$ cat src/rtl/diaosi_types_pkg.sv
// Shared types for the memory responder: controller state encoding and the
// handshake encoding reported by the RAM model on ramstate.
package diaosi_types_pkg;

  typedef enum logic [1:0] {
    IDLE = 2'd0,
    DACC = 2'd1,
    IACC = 2'd2,
    DONE = 2'd3
  } memstate_t;

  typedef enum logic [1:0] {
    RS_FREE   = 2'd0,
    RS_BUSY   = 2'd1,
    RS_ACCESS = 2'd2,
    RS_ERROR  = 2'd3
  } ramstate_t;

endpackage

$ cat src/rtl/mem_responder.sv
// Arbitrates instruction fetches and data loads/stores onto a single RAM port.
// Data requests win over fetches; every access is bounded by WAIT_LIMIT cycles.
//
// state | meaning
// ------+-------------------------------------------------------------
// IDLE  | no access outstanding; accept data first, then fetch
// DACC  | data load/store driven onto the RAM, waiting for ACCESS
// IACC  | instruction fetch driven onto the RAM, waiting for ACCESS
// DONE  | one-cycle completion beat carrying ihit/dhit
module mem_responder
  import diaosi_types_pkg::*;
#(
  parameter int unsigned WAIT_LIMIT = 255
) (
  input  logic        CLK,
  input  logic        nRST,
  input  logic        iREN,
  input  logic [31:0] iaddr,
  input  logic        dREN,
  input  logic        dWEN,
  input  logic [31:0] daddr,
  input  logic [31:0] dstore,
  input  logic        halt,
  output logic        ihit,
  output logic [31:0] iload,
  output logic        dhit,
  output logic [31:0] dload,
  output logic        ramREN,
  output logic        ramWEN,
  output logic [31:0] ramaddr,
  output logic [31:0] ramstore,
  input  logic [31:0] ramload,
  input  logic [1:0]  ramstate,
  output logic        timeout_err
);

  localparam int unsigned CW = $clog2(WAIT_LIMIT + 1);

  memstate_t   state_q, state_d;
  logic [CW-1:0] wait_q, wait_d, wait_inc;
  // live: the requester is still asking; cleared if it lets go while waiting
  logic        live_q, live_d;
  logic        wr_q, wr_d;
  logic        req_now;
  logic        ren_d, wen_d, ihit_d, dhit_d, terr_d;
  logic [31:0] addr_d, store_d, iload_d, dload_d;

  assign wait_inc = wait_q + CW'(1);

  // Next-state and next-output decode; every output is taken from a register.
  always_comb begin
    state_d = state_q;
    wait_d  = wait_q;
    live_d  = live_q;
    wr_d    = wr_q;
    ren_d   = ramREN;
    wen_d   = ramWEN;
    addr_d  = ramaddr;
    store_d = ramstore;
    ihit_d  = 1'b0;
    dhit_d  = 1'b0;
    iload_d = iload;
    dload_d = dload;
    terr_d  = timeout_err;
    req_now = 1'b0;
    case (state_q)
      IDLE: begin
        if (dREN | dWEN) begin
          state_d = DACC;
          wait_d  = '0;
          live_d  = 1'b1;
          wr_d    = dWEN;
          ren_d   = dREN;
          wen_d   = dWEN;
          addr_d  = daddr;
          store_d = dstore;
        end else if (iREN & ~halt) begin
          state_d = IACC;
          wait_d  = '0;
          live_d  = 1'b1;
          wr_d    = 1'b0;
          ren_d   = 1'b1;
          wen_d   = 1'b0;
          addr_d  = iaddr;
          store_d = '0;
        end
      end
      DACC, IACC: begin
        if (state_q == IACC) req_now = iREN;
        else if (wr_q)       req_now = dWEN;
        else                 req_now = dREN;
        if (ramstate == RS_ACCESS) begin
          state_d = DONE;
          ren_d   = 1'b0;
          wen_d   = 1'b0;
          if (state_q == IACC) begin
            iload_d = ramload;
            ihit_d  = live_q;
          end else begin
            if (!wr_q) dload_d = ramload;
            dhit_d = live_q;
          end
        end else begin
          // FREE, BUSY and ERROR all mean the RAM has not answered yet
          wait_d = wait_inc;
          live_d = live_q & req_now;
          if (wait_inc == CW'(WAIT_LIMIT)) begin
            state_d = IDLE;
            terr_d  = 1'b1;
            ren_d   = 1'b0;
            wen_d   = 1'b0;
          end
        end
      end
      DONE:    state_d = IDLE;
      default: state_d = IDLE;
    endcase
  end

  // State and output registers; reset abandons any access in flight.
  always_ff @(posedge CLK or negedge nRST) begin
    if (!nRST) begin
      state_q     <= IDLE;
      wait_q      <= '0;
      live_q      <= 1'b0;
      wr_q        <= 1'b0;
      ramREN      <= 1'b0;
      ramWEN      <= 1'b0;
      ramaddr     <= '0;
      ramstore    <= '0;
      ihit        <= 1'b0;
      dhit        <= 1'b0;
      iload       <= '0;
      dload       <= '0;
      timeout_err <= 1'b0;
    end else begin
      state_q     <= state_d;
      wait_q      <= wait_d;
      live_q      <= live_d;
      wr_q        <= wr_d;
      ramREN      <= ren_d;
      ramWEN      <= wen_d;
      ramaddr     <= addr_d;
      ramstore    <= store_d;
      ihit        <= ihit_d;
      dhit        <= dhit_d;
      iload       <= iload_d;
      dload       <= dload_d;
      timeout_err <= terr_d;
    end
  end

endmodule

$ cat config.mk
export PLATFORM = sky130hd
export DESIGN_NAME = mem_responder
export DESIGN_NICKNAME = d
export VERILOG_FILES = /design/src/rtl/diaosi_types_pkg.sv /design/src/rtl/mem_responder.sv
export SDC_FILE = /design/constraint.sdc
export NUM_CORES = 1
export LEC_CHECK = 0
export ABC_CLOCK_PERIOD_IN_PS = 2230
export BUFFER_PORTS_ARGS = -buffer_cell sky130_fd_sc_hd__buf_4
export CAP_MARGIN = 20
export CORE_ASPECT_RATIO = 0.5
export CORE_UTILIZATION = 30
export CTS_CLUSTER_SIZE = 40
export DETAILED_ROUTE_END_ITERATION = 8
export GPL_TIMING_DRIVEN = 0
export PLACE_DENSITY = 0.56
export SLEW_MARGIN = 20
export SYNTH_ARGS = -nofsm -noshare
export SYNTH_HDL_FRONTEND = slang
export SYNTH_SLANG_ARGS = --single-unit
$ cat constraint.sdc
create_clock -name CLK -period 2.23 [get_ports CLK]
set_input_delay 0.3345 -clock CLK [delete_from_list [all_inputs] [get_ports CLK]]
set_output_delay 0.3345 -clock CLK [all_outputs]
set_load 0.01 [all_outputs]
# Yosys cells after proc, flatten, opt, wreduce, memory -nomap -nowiden
# Index checks and enable logic that the tools add are counted.
# word_totals
ff_bits,145
inputBits,136
out_inout_bits,133
# op_classes
n_addsub,1
eq_ne,8
muxes,33
n_bitwise,7
reduce_logical,11
# op_table
op,count
2-to-1 mux 32 bit,4
2-to-1 mux 8 bit,3
2-to-1 mux 1 bit,17
one-hot mux 8 bit (2 select lines),1
AND reduction 3 bit,4
adder 8 x 1 -> 8 bit (second input constant),1
== test 8 bit (second input constant),1
2-to-1 mux 2 bit,4
== test 2 bit (second input constant),3
!= test 3 bit (second input constant),2
one-hot mux 1 bit (2 select lines),3
one-hot mux 2 bit (3 select lines),1
inverter 1 bit,4
AND reduction 2 bit,2
AND reduction 4 bit,1
nonzero test 2 bit,2
AND 1 bit,2
== test 2 x 1 -> 1 bit (second input constant),1
logical NOT 2 bit,1
!= test 2 bit (second input constant),1
OR reduction 2 bit,1
OR 1 bit,1

# Depth between registers and ports, before layout
# Gate-level depths: netlist of the first run.
# depth
word_depth,6
ltp_mapped,8
ltp_nobuf,7

# Worst setup path after synthesis of the first run
# Ideal clock, no wire load.
# synth_timing
kind,register to register
start,reg state_q[1]
end,reg iload[0]
setup_time_ps,125
arrival_ps,1693
required_ps,2105
setup_slack_ps,412
path_stages_with_launch,7
path_buffers,1
period_less_slack_ps,1818
path_cell_list,dfrtp_1 -> inv_1 -> ha_1 -> and3b_1 -> nand2_1 -> buf_2 -> mux2_2
# synth_between
elab_chain_cells,3
elab_cells_between_ends,4
cone_classes,eq/ne (2); reduce/logical (2)
# synth_rtl
item,line_no,text
"start, declared",mem_responder.sv:39,"memstate_t state_q, state_d;"
"start signal, assigned",mem_responder.sv:137,state_q <= state_d;
== test 2 bit or == test 2 x 1 -> 1 bit (tied branches),"mem_responder.sv:66, mem_responder.sv:96",
OR reduction 2 bit,mem_responder.sv:66,case (state_q)
AND reduction 3 bit (no line) *,-,
"end signal, assigned",mem_responder.sv:147,iload <= iload_d;
"end, declared",mem_responder.sv:25,"output logic [31:0] iload,"
# Every way passes the cells marked *; elsewhere a longest branch is shown, timed or not.
# A chain may end at the register's enable or synchronous reset.

# Worst setup path in the final report of the first run
# layout_timing
start,reg state_q[1]
end,reg dload[29]
# layout_between
elab_chain_cells,3
elab_cells_between_ends,5
cone_classes,eq/ne (2); bitwise (1); reduce/logical (2)
# layout_rtl
item,line_no,text
== test 2 bit or == test 2 x 1 -> 1 bit (tied branches),"mem_responder.sv:66, mem_responder.sv:96",
OR reduction 2 bit or inverter 1 bit (tied branches),-,
AND reduction 4 bit (no line) *,-,
"end signal, assigned",mem_responder.sv:148,dload <= dload_d;
"end, declared",mem_responder.sv:27,"output logic [31:0] dload,"
# Marks and branches as above.

==> results of run 1 <==
[state kept, by name, summed over array words and instances, names as in the netlist, 2 cells and up]
signal / cells
wait_q: 8
iload: 32
dload: 32
state_q: 2
ramstore: 32
ramaddr: 32
[final cells by class]
class | count | area (µm²) | area share
plain buffers | 26 | 138.9 | 0.01530
clock buffers | 18 | 439.2 | 0.04837
clock inverters | 14 | 226.5 | 0.02494
inverters | 6 | 22.52 | 0.002481
multi-input cells | 292 | 2233 | 0.2460
flip-flops and latches | 145 | 3628 | 0.3997
well taps | 266 | 332.8 | 0.03666
repair buffers | 270 | 2057 | 0.2266
[layer usage]
metal,share of wire,vias to the layer above,track usage
met3,0.045,14,0.03954
met5,0,-,0
li1,-,2272,-
met1,0.44,2347,0.2104
met2,0.50,107,0.2720
met4,0.0093,0,0.05420
[worst paths after layout]
path                                            end
setup / recovery              dload[29]$_DFFE_PN0P_
hold / removal              ramstore[2]$_DFFE_PN0P_
setup reg to reg              dload[29]$_DFFE_PN0P_
hold reg to reg             timeout_err$_DFFE_PN0P_
max in group asynchronous  ramstore[11]$_DFFE_PN0P_
min in group asynchronous     iload[17]$_DFFE_PN0P_
[metrics by stage]
stage / utilization / std cells
after detailed placement: 0.4296 / 1004
final: 0.4655 / 1037
after floorplan: - / 469
after CTS: 0.4647 / 1037
after global placement: 0.4278 / 1003
after global routing: 0.4655 / 1037
[critical path: stages (launching register included)]
cell	delay, ps
dfrtp_1	400
inv_1	60
ha_1	390
nand2_1	140
nor3_4	280
clkbuf_4	310
mux2_2	360
[what timing repair did]
| item | in CTS | in global routing |
|---|---|---|
| hold buffers | 1 | 0 |
| hold endpoints to repair | 86 | 0 |
| resized for setup | 2 | 7 |
| pin swaps | 0 | 0 |
| endpoints found under the setup margin | 35 | 73 |
[cell families after synthesis]
kind of cell,Yosys count,share of synthesized area
adder cells (fa/ha/maj),4,0.008344
flip-flops,145,0.6049
AO/OA/AOI/OAI,102,0.1135
XOR/XNOR,1,0.001460
multiplexers,100,0.1806
AND/OR/NAND/NOR,85,0.06696
buffers and inverters,32,0.02420
[cell usage after synthesis, types with 2 or more instances]
master / number / area share
nor3_1: 3 / 0.0025
a22o_1: 33 / 0.048
o21ai_0: 48 / 0.040
nand3_1: 5 / 0.0042
a21oi_1: 6 / 0.0050
nand2_1: 47 / 0.029
buf_4: 2 / 0.0025
nor2b_1: 4 / 0.0042
mux2i_1: 34 / 0.057
nand2b_1: 2 / 0.0021
mux2_2: 65 / 0.12
ha_1: 4 / 0.0083
inv_1: 6 / 0.0038
and3_1: 3 / 0.0031
clkbuf_1: 9 / 0.0056
or3_4: 2 / 0.0038
dfrtp_1: 145 / 0.60
a211oi_1: 2 / 0.0025
a21o_1: 2 / 0.0025
nor2_1: 11 / 0.0069
nor3_2: 2 / 0.0033
buf_2: 14 / 0.012
[power breakdown]
group	internal, W	switching [W]
clock network	0.00204	0.00120
logic	0.00276	0.00249
registers	0.00386	0.000697
total	0.00866	0.00438
==> results.cfg, run 1 <==
[synth]
syn_avg_cell_area_um2 = 12.79
ys_types = 42
synth_flop_cell = dfrtp_1
syn_nets = 609
async_flop_share = 1.000
yosysWarningCount = 0
synth_area_um2 = 5998
ys_ff_latch = 145
synth_seq_area_share = 0.6049
syn_inst = 469
synth-edff-count = 0

[timing]
setup_viol = 0
fmax_ghz = 0.4843
worst_slack_ps = 165.2
skew_ps = 9.924
rsz0062_at_grt = false
hold_viol_final = 0
slew_headroom = 0.5566
worst_pin_slew_ps = 665.0
finalCriticalPeriod_ps = 2065
whs_ps = 129.4
tns_ps = 0
maxSlewViolCount = 0
post-route-period-util = 0.9259

[route]
antenna_left = 0
first_pass_iters = 4
vias = 4740
drc = 0
dr.first_iter.drc_count = 135
routed_wl_um = 16840
wl_per_cell_um = 16.24
post_drt_via_cell_ratio = 4.571

[global_routing]
grt.overflow.total = 0
grt_pass1_vias = 4739
grt_start_max_net_pins = 88
grt_use_total = 0.1630
antenna_found_initial = 0
grt_pass1_wl_um = 25940

[worst_setup_path]
end_kind = flip-flop
cp-startpoint = state_q[1]$_DFFE_PN0P_
r2r_cells = 6
critPathMaxFanout = 10
required_ps = 2530
r2r_start = state_q[1]$_DFFE_PN0P_
cp-start-kind = flip-flop
path_class = flip-flop to flip-flop
r2r_slack_ps = 170
cp_data_arrival_time_ps = 2360

[floorplanning]
pin_count = 269
die_area_um2 = 20600
die_w_um = 202.0
core_area_um2 = 19500
initial_core_util = 0.3075
dieHeight_um = 102.0
rows = 36

[clock_network]
clock_path_buffers = 2
clock_latency_ps = 420
tritoncts = yes
cts_buffers = 17
cts_sinks = 145
cts_root_buf = clkbuf_16
clkTransAtPathRegs_ps = 60
cts_setup_buffers = 0
cts.htree.levels = 4

[cells_and_area]
final_layout_size_suffix_gt1_frac = 0.5058
mostFrequentLayoutCell = buf_4
finalNetCount = 898
final_cell_mix = buf_4, dfrtp_1, mux2_2
antennaDiodeCount = 0
nFillCells = 1824
final_area_um2 = 9079
synthToLayoutAreaGrowth_pct = 51.36

[placement]
placed_area_um2 = 8378
pre_cts_ws_ps = -53.82
gp_congestion = 0.8017
hpwl_um = 12710
io_buffers = 268

[power_and_ir_drop]
finalPower_w = 0.01304
ir_drop_mv = 0.5658
p_per_area_nw_per_um2 = 1436
leakage_nw = 4.436

[worst_hold_path]
min_path_cells = 2
min_path_type = primary input to flip-flop
min-delay-start = dstore[2]

[flow_run]
drv_cap = 0

[run_status]
status = finished clean
(Power assumes the default switching activity.)
==> run 2, diff against run 1 <==
--- a/config.mk
+++ b/config.mk
@@ -5,6 +5,7 @@
 export SDC_FILE = /design/constraint.sdc
 export NUM_CORES = 1
 export LEC_CHECK = 0
+export ABC_AREA = 1
 export ABC_CLOCK_PERIOD_IN_PS = 2230
 export BUFFER_PORTS_ARGS = -buffer_cell sky130_fd_sc_hd__buf_4
 export CAP_MARGIN = 20
==> results.cfg, run 2 <==
[route]
wl_per_cell_um = 14.79
drc = 0
vias = 5309
post_drt_via_cell_ratio = 4.530
routed_wl_um = 17330
first_pass_iters = 4
antenna_left = 0
dr.first_iter.drc_count = 174

[cells_and_area]
final_cell_mix = buf_4, nand2_1, dfrtp_1
final_layout_size_suffix_gt1_frac = 0.3757
synthToLayoutAreaGrowth_pct = 51.18
final_area_um2 = 8900
utilization = 0.4737
finalNetCount = 1040
nFillCells = 1842
antennaDiodeCount = 0
mostFrequentLayoutCell = buf_4

[timing]
tns_ps = 0
rsz0062_at_grt = false
hold_viol_final = 0
worst_pin_slew_ps = 683.9
whs_ps = 141.9
finalCriticalPeriod_ps = 1989
skew_ps = 12.45
setup_viol = 0
fmax_ghz = 0.5027
slew_headroom = 0.5441
post-route-period-util = 0.8920
maxSlewViolCount = 0

[power_and_ir_drop]
ir_drop_mv = 0.6034
leakage_nw = 4.566
p_int_w = 0.007980
power_frac_clock = 0.247
pwr-share-comb = 0.389
p_switching_w = 0.004288
finalPower_w = 0.01227
p_sw_frac = 0.3495
p_seq_frac = 0.364
p_per_area_nw_per_um2 = 1378

[clock_network]
clock_latency_ps = 420
clkTransAtPathRegs_ps = 60
cts_sinks = 145
cts_buffers = 17
clock_path_buffers = 2
cts_setup_buffers = 0
tritoncts = yes
cts_root_buf = clkbuf_16
cts.htree.levels = 4

[global_routing]
grt_use_total = 0.1716
grt_pass1_vias = 5153
grt_start_max_net_pins = 83
grt.overflow.total = 0
grt_pass1_wl_um = 27230
antenna_found_initial = 0

[floorplanning]
pin_count = 269
core_area_um2 = 18790
rows = 35
initial_core_util = 0.3134
die_area_um2 = 20220
die_w_um = 200.1
dieHeight_um = 101.1

[synth]
synth_flop_cell = dfrtp_1
syn_avg_cell_area_um2 = 9.635
ys_ff_latch = 145
yosysTopAreaCell = dfrtp_1
synth-edff-count = 0
synth_area_leaders = dfrtp_1, nand2_1, o21ai_0
synth_seq_area_share = 0.6164
ys_types = 26
async_flop_share = 1.000
yosysMostFrequentCell = nand2_1
syn_inst = 611
netlist_top_cells_count = nand2_1, dfrtp_1, o21ai_0, inv_1, nor2_1
syn_nets = 751
synth_area_um2 = 5887
yosysWarningCount = 0
netlist.area_leader.share = 0.6164

[worst_setup_path]
path_class = flip-flop to flip-flop
required_ps = 2510
end_kind = flip-flop
cp_slowest_cell = clkbuf_1
cp_data_arrival_time_ps = 2270
crit_chain = inv_1 -> ha_1 -> nand2_1 -> inv_2 -> nand2_1 -> clkbuf_1 -> o21ai_0
cp_common_cell = nand2_1
cpPeakStageDelay_ps = 380
cp-start-kind = flip-flop
r2r_cells = 7
critPathMaxFanout = 10
r2r_slack_ps = 240

[placement]
gp_congestion = 0.7929
placed_area_um2 = 8258
io_buffers = 268
hpwl_um = 12780

[run_status]
status = finished clean

[worst_hold_path]
min_path_cells = 2
min_path_type = primary input to flip-flop

[flow_run]
drv_cap = 0
[run 2: changes by cell type in the layout (fill, tap and decap cells not counted), moves of 4 or more]
| cell | delta |
|---|---|
| a21oi_1 | -6 |
| mux2_2 | -65 |
| nor2b_1 | -4 |
| clkbuf_4 | -5 |
| inv_2 | +5 |
| mux2i_1 | -34 |
| o21ai_1 | +6 |
| nor2_1 | +36 |
| o21ai_0 | +16 |
| a31oi_1 | +31 |
| o22ai_1 | +5 |
| inv_1 | +44 |
| buf_2 | +6 |
| nand2_1 | +116 |
[run 2: layout make-up]
| cell class | instances | area, µm² | area share |
|---|---|---|---|
| plain buffers | 32 | 153.9 | 0.01729 |
| clock buffers | 19 | 452.9 | 0.05089 |
| clock inverters | 13 | 173.9 | 0.01954 |
| inverters | 55 | 206.4 | 0.02320 |
| multi-input cells | 379 | 1903 | 0.2138 |
| flip-flops and latches | 145 | 3628 | 0.4077 |
| well taps | 259 | 324.1 | 0.03641 |
| repair buffers | 270 | 2057 | 0.2311 |
[run 2: path summary, 6_finish.rpt]
kind                                             start                  endpoint
max in group asynchronous                         nRST      iload[3]$_DFFE_PN0P_
worst min-delay path                        dstore[27]  ramstore[27]$_DFFE_PN0P_
worst min register to register  state_q[0]$_DFFE_PN0P_    state_q[0]$_DFFE_PN0P_
worst max register to register  state_q[0]$_DFFE_PN0P_      dload[2]$_DFFE_PN0P_
min in group asynchronous                         nRST   ramaddr[13]$_DFFE_PN0P_
worst max-delay path            state_q[0]$_DFFE_PN0P_      dload[2]$_DFFE_PN0P_
[run 2: power groups by stage]
stage                     sequential, W  clock, W  combinational [W]
after floorplan                 0.00493         0            0.00179
final                           0.00447   0.00303            0.00477
after global placement          0.00447         0            0.00481
after global routing            0.00461   0.00322            0.00527
after CTS                       0.00447   0.00311            0.00486
after detailed placement        0.00449         0            0.00486
[run 2: cell families (layout without fill, tap and decap cells)]
| group | Yosys count | after routing | share of synthesized area |
|---|---|---|---|
| AOI/OAI and AO/OA | 146 | 146 | 0.1558 |
| buffers and inverters | 87 | 389 | 0.06036 |
| and+or+nand+nor | 229 | 229 | 0.1590 |
| adders and majority gates | 4 | 4 | 0.008502 |
| DFF | 145 | 145 | 0.6164 |
[run 2: timing repair]
| item | in CTS | in global routing |
|---|---|---|
| hold buffers | 1 | 0 |
| endpoints found under the hold margin | 81 | 0 |
| setup endpoints to repair | 0 | 17 |
| resized for setup | 0 | 8 |
[run 2: metal layers]
| metal | vias up | GRT usage | part of all wire |
|---|---|---|---|
| li1 | 2601 | - | - |
| met1 | 2569 | 0.2260 | 0.46 |
| met2 | 128 | 0.2794 | 0.49 |
| met3 | 11 | 0.04299 | 0.046 |
| met4 | 0 | 0.05325 | 0.0091 |
| met5 | - | 0 | 0 |
[run 2: metrics by stage]
step / instances / setup WS, ps
floorplan: 611 / 643.0
global placement: 1138 / 69.12
detailed placement: 1139 / 94.17
CTS: 1172 / 86.91
global route: 1172 / 32.46
finish: 1172 / 240.8
[run 2: worst max-delay path, delay by kind of cell (launching register included)]
kind	cells	cell delay, ps
AOI/OAI and AO/OA	1	140
adders and majority gates	1	350
buffers and inverters	3	490
DFF	1	340
and+or+nand+nor	2	540
==> run 3, diff against run 2 <==
--- a/config.mk
+++ b/config.mk
@@ -7,14 +7,14 @@
 export LEC_CHECK = 0
 export ABC_AREA = 1
 export ABC_CLOCK_PERIOD_IN_PS = 2230
-export BUFFER_PORTS_ARGS = -buffer_cell sky130_fd_sc_hd__buf_4
 export CAP_MARGIN = 20
 export CORE_ASPECT_RATIO = 0.5
-export CORE_UTILIZATION = 30
+export CORE_UTILIZATION = 60
 export CTS_CLUSTER_SIZE = 40
 export DETAILED_ROUTE_END_ITERATION = 8
+export DONT_BUFFER_PORTS = 1
 export GPL_TIMING_DRIVEN = 0
-export PLACE_DENSITY = 0.56
+export PLACE_DENSITY = 0.77
 export SLEW_MARGIN = 20
 export SYNTH_ARGS = -nofsm -noshare
 export SYNTH_HDL_FRONTEND = slang
==> results.cfg, run 3 (synthesis gave the netlist of run 2 again) <==
[global_routing]
top_usage_layer = met2
grt_use_total = 0.2785
antenna_found_initial = 0
gr-usage-met2 = 0.4635
grt_pass1_vias = 4140
grt.overflow.total = 0
grt_start_max_net_pins = 146
grt_pass1_wl_um = 21660
grt_use_met3 = 0.08317
grtUsageMet1 = 0.3472

[floorplanning]
core_area_um2 = 9478
dieHeight_um = 72.04
die_area_um2 = 10240
initial_core_util = 0.6211
die_w_um = 142.1
pin_count = 269
rows = 25

[cells_and_area]
final_layout_size_suffix_gt1_frac = 0.1089
finalNetCount = 770
mostFrequentLayoutCell = nand2_1
final_area_um2 = 6629
final_cell_mix = nand2_1, dfrtp_1, o21ai_0
antennaDiodeCount = 0
synthToLayoutAreaGrowth_pct = 12.60

[worst_setup_path]
cp_data_arrival_time_ps = 2340
cp-start-kind = flip-flop
required_ps = 2550
path_class = flip-flop to flip-flop
end_kind = flip-flop
critPathMaxFanout = 10

[clock_network]
clock_latency_ps = 410
cts-resized-gates = 0
cts_sinks = 145
cts_buffers = 17
tritoncts = yes
cts.htree.levels = 4
cts_root_buf = clkbuf_16
cts_setup_buffers = 0
clock_path_buffers = 2
clkTransAtPathRegs_ps = 70

[placement]
io_buffers = 0
hpwl_um = 10000
gp_congestion = 0.7811
placed_area_um2 = 6056

[timing]
hold_viol_final = 145
maxSlewViolCount = 0
skew_ps = 10.19
tns_ps = 0
finalCriticalPeriod_ps = 2020
fmax_ghz = 0.4951
worst_pin_slew_ps = 446.1
slew_headroom = 0.7026
rsz0062_at_grt = false
setup_viol = 0
whs_ps = -389.0
post-route-period-util = 0.9057

[route]
vias = 4409
wl_per_cell_um = 17.68
dr.first_iter.drc_count = 239
antenna_left = 0
post_drt_via_cell_ratio = 5.667
routed_wl_um = 13760
drc = 0
first_pass_iters = 5

[power_and_ir_drop]
p_per_area_nw_per_um2 = 1531
finalPower_w = 0.01015
ir_drop_mv = 0.6124
leakage_nw = 3.198

[run_status]
status = finished, violations left
violations = hold timing

[worst_hold_path]
min_path_type = primary input to asynchronous set/reset pin

[flow_run]
drv_cap = 0
## run 3: cell types whose count changed in the layout (fill, tap and decap cells not counted), sizes merged
cell	previous run	this run
buf	286	17
bufinv	3	1
clkbuf	34	32
clkinv	2	3
dlygate4sd3	1	0
inv	60	63
## run 3: path summary, 6_finish.rpt
check,slack (ps),startpoint,endpoint,cells after the start
setup / recovery,210,state_q[1]$_DFFE_PN0P_,dload[10]$_DFFE_PN0P_,8
hold / removal,-390,nRST,dload[1]$_DFFE_PN0P_,0
setup reg to reg,210,state_q[1]$_DFFE_PN0P_,dload[10]$_DFFE_PN0P_,8
hold reg to reg,480,state_q[0]$_DFFE_PN0P_,state_q[0]$_DFFE_PN0P_,2
max in group asynchronous,2450,nRST,ramaddr[26]$_DFFE_PN0P_,0
min in group CLK,60,dstore[14],ramstore[14]$_DFFE_PN0P_,1
## run 3: final cells by class
| cell class | instances | area [µm²] |
|---|---|---|
| Clock inverter | 15 | 147.6 |
| Multi-Input combinational cell | 379 | 1903 |
| Tap cell | 135 | 168.9 |
| Buffer | 32 | 148.9 |
| Clock buffer | 17 | 425.4 |
| Sequential cell | 145 | 3628 |
| Fill cell | 747 | 2849 |
| Inverter | 55 | 206.4 |
## run 3: power breakdown
part / switching, W / internal [W]
Clock: 0.00117 / 0.00157
Sequential: 0.00142 / 0.00379
Combinational: 0.00129 / 0.000918
## run 3: per-layer routing
layer	part of all wire	up-vias
met5	0	-
met4	0.011	0
met3	0.073	15
met2	0.51	177
met1	0.41	2161
li1	-	2056
## run 3: worst max-delay path, stage by stage (launching register included)
cell,delay [ps]
dfrtp_1,380
inv_1,60
ha_1,330
nand2_1,180
inv_2,50
nand2_1,310
clkbuf_1,400
nand2_1,100
o21ai_0,110
## run 3: metrics by stage
stage          instances  setup slack, ps  utilization
2_1_floorplan        611            643.0            -
3_3_place_gp         746            286.2       0.6389
3_5_place_dp         746            226.8       0.6389
4_1_cts              778            205.2       0.6994
5_1_grt              778            40.58       0.6994
6_report             778            210.4       0.6994
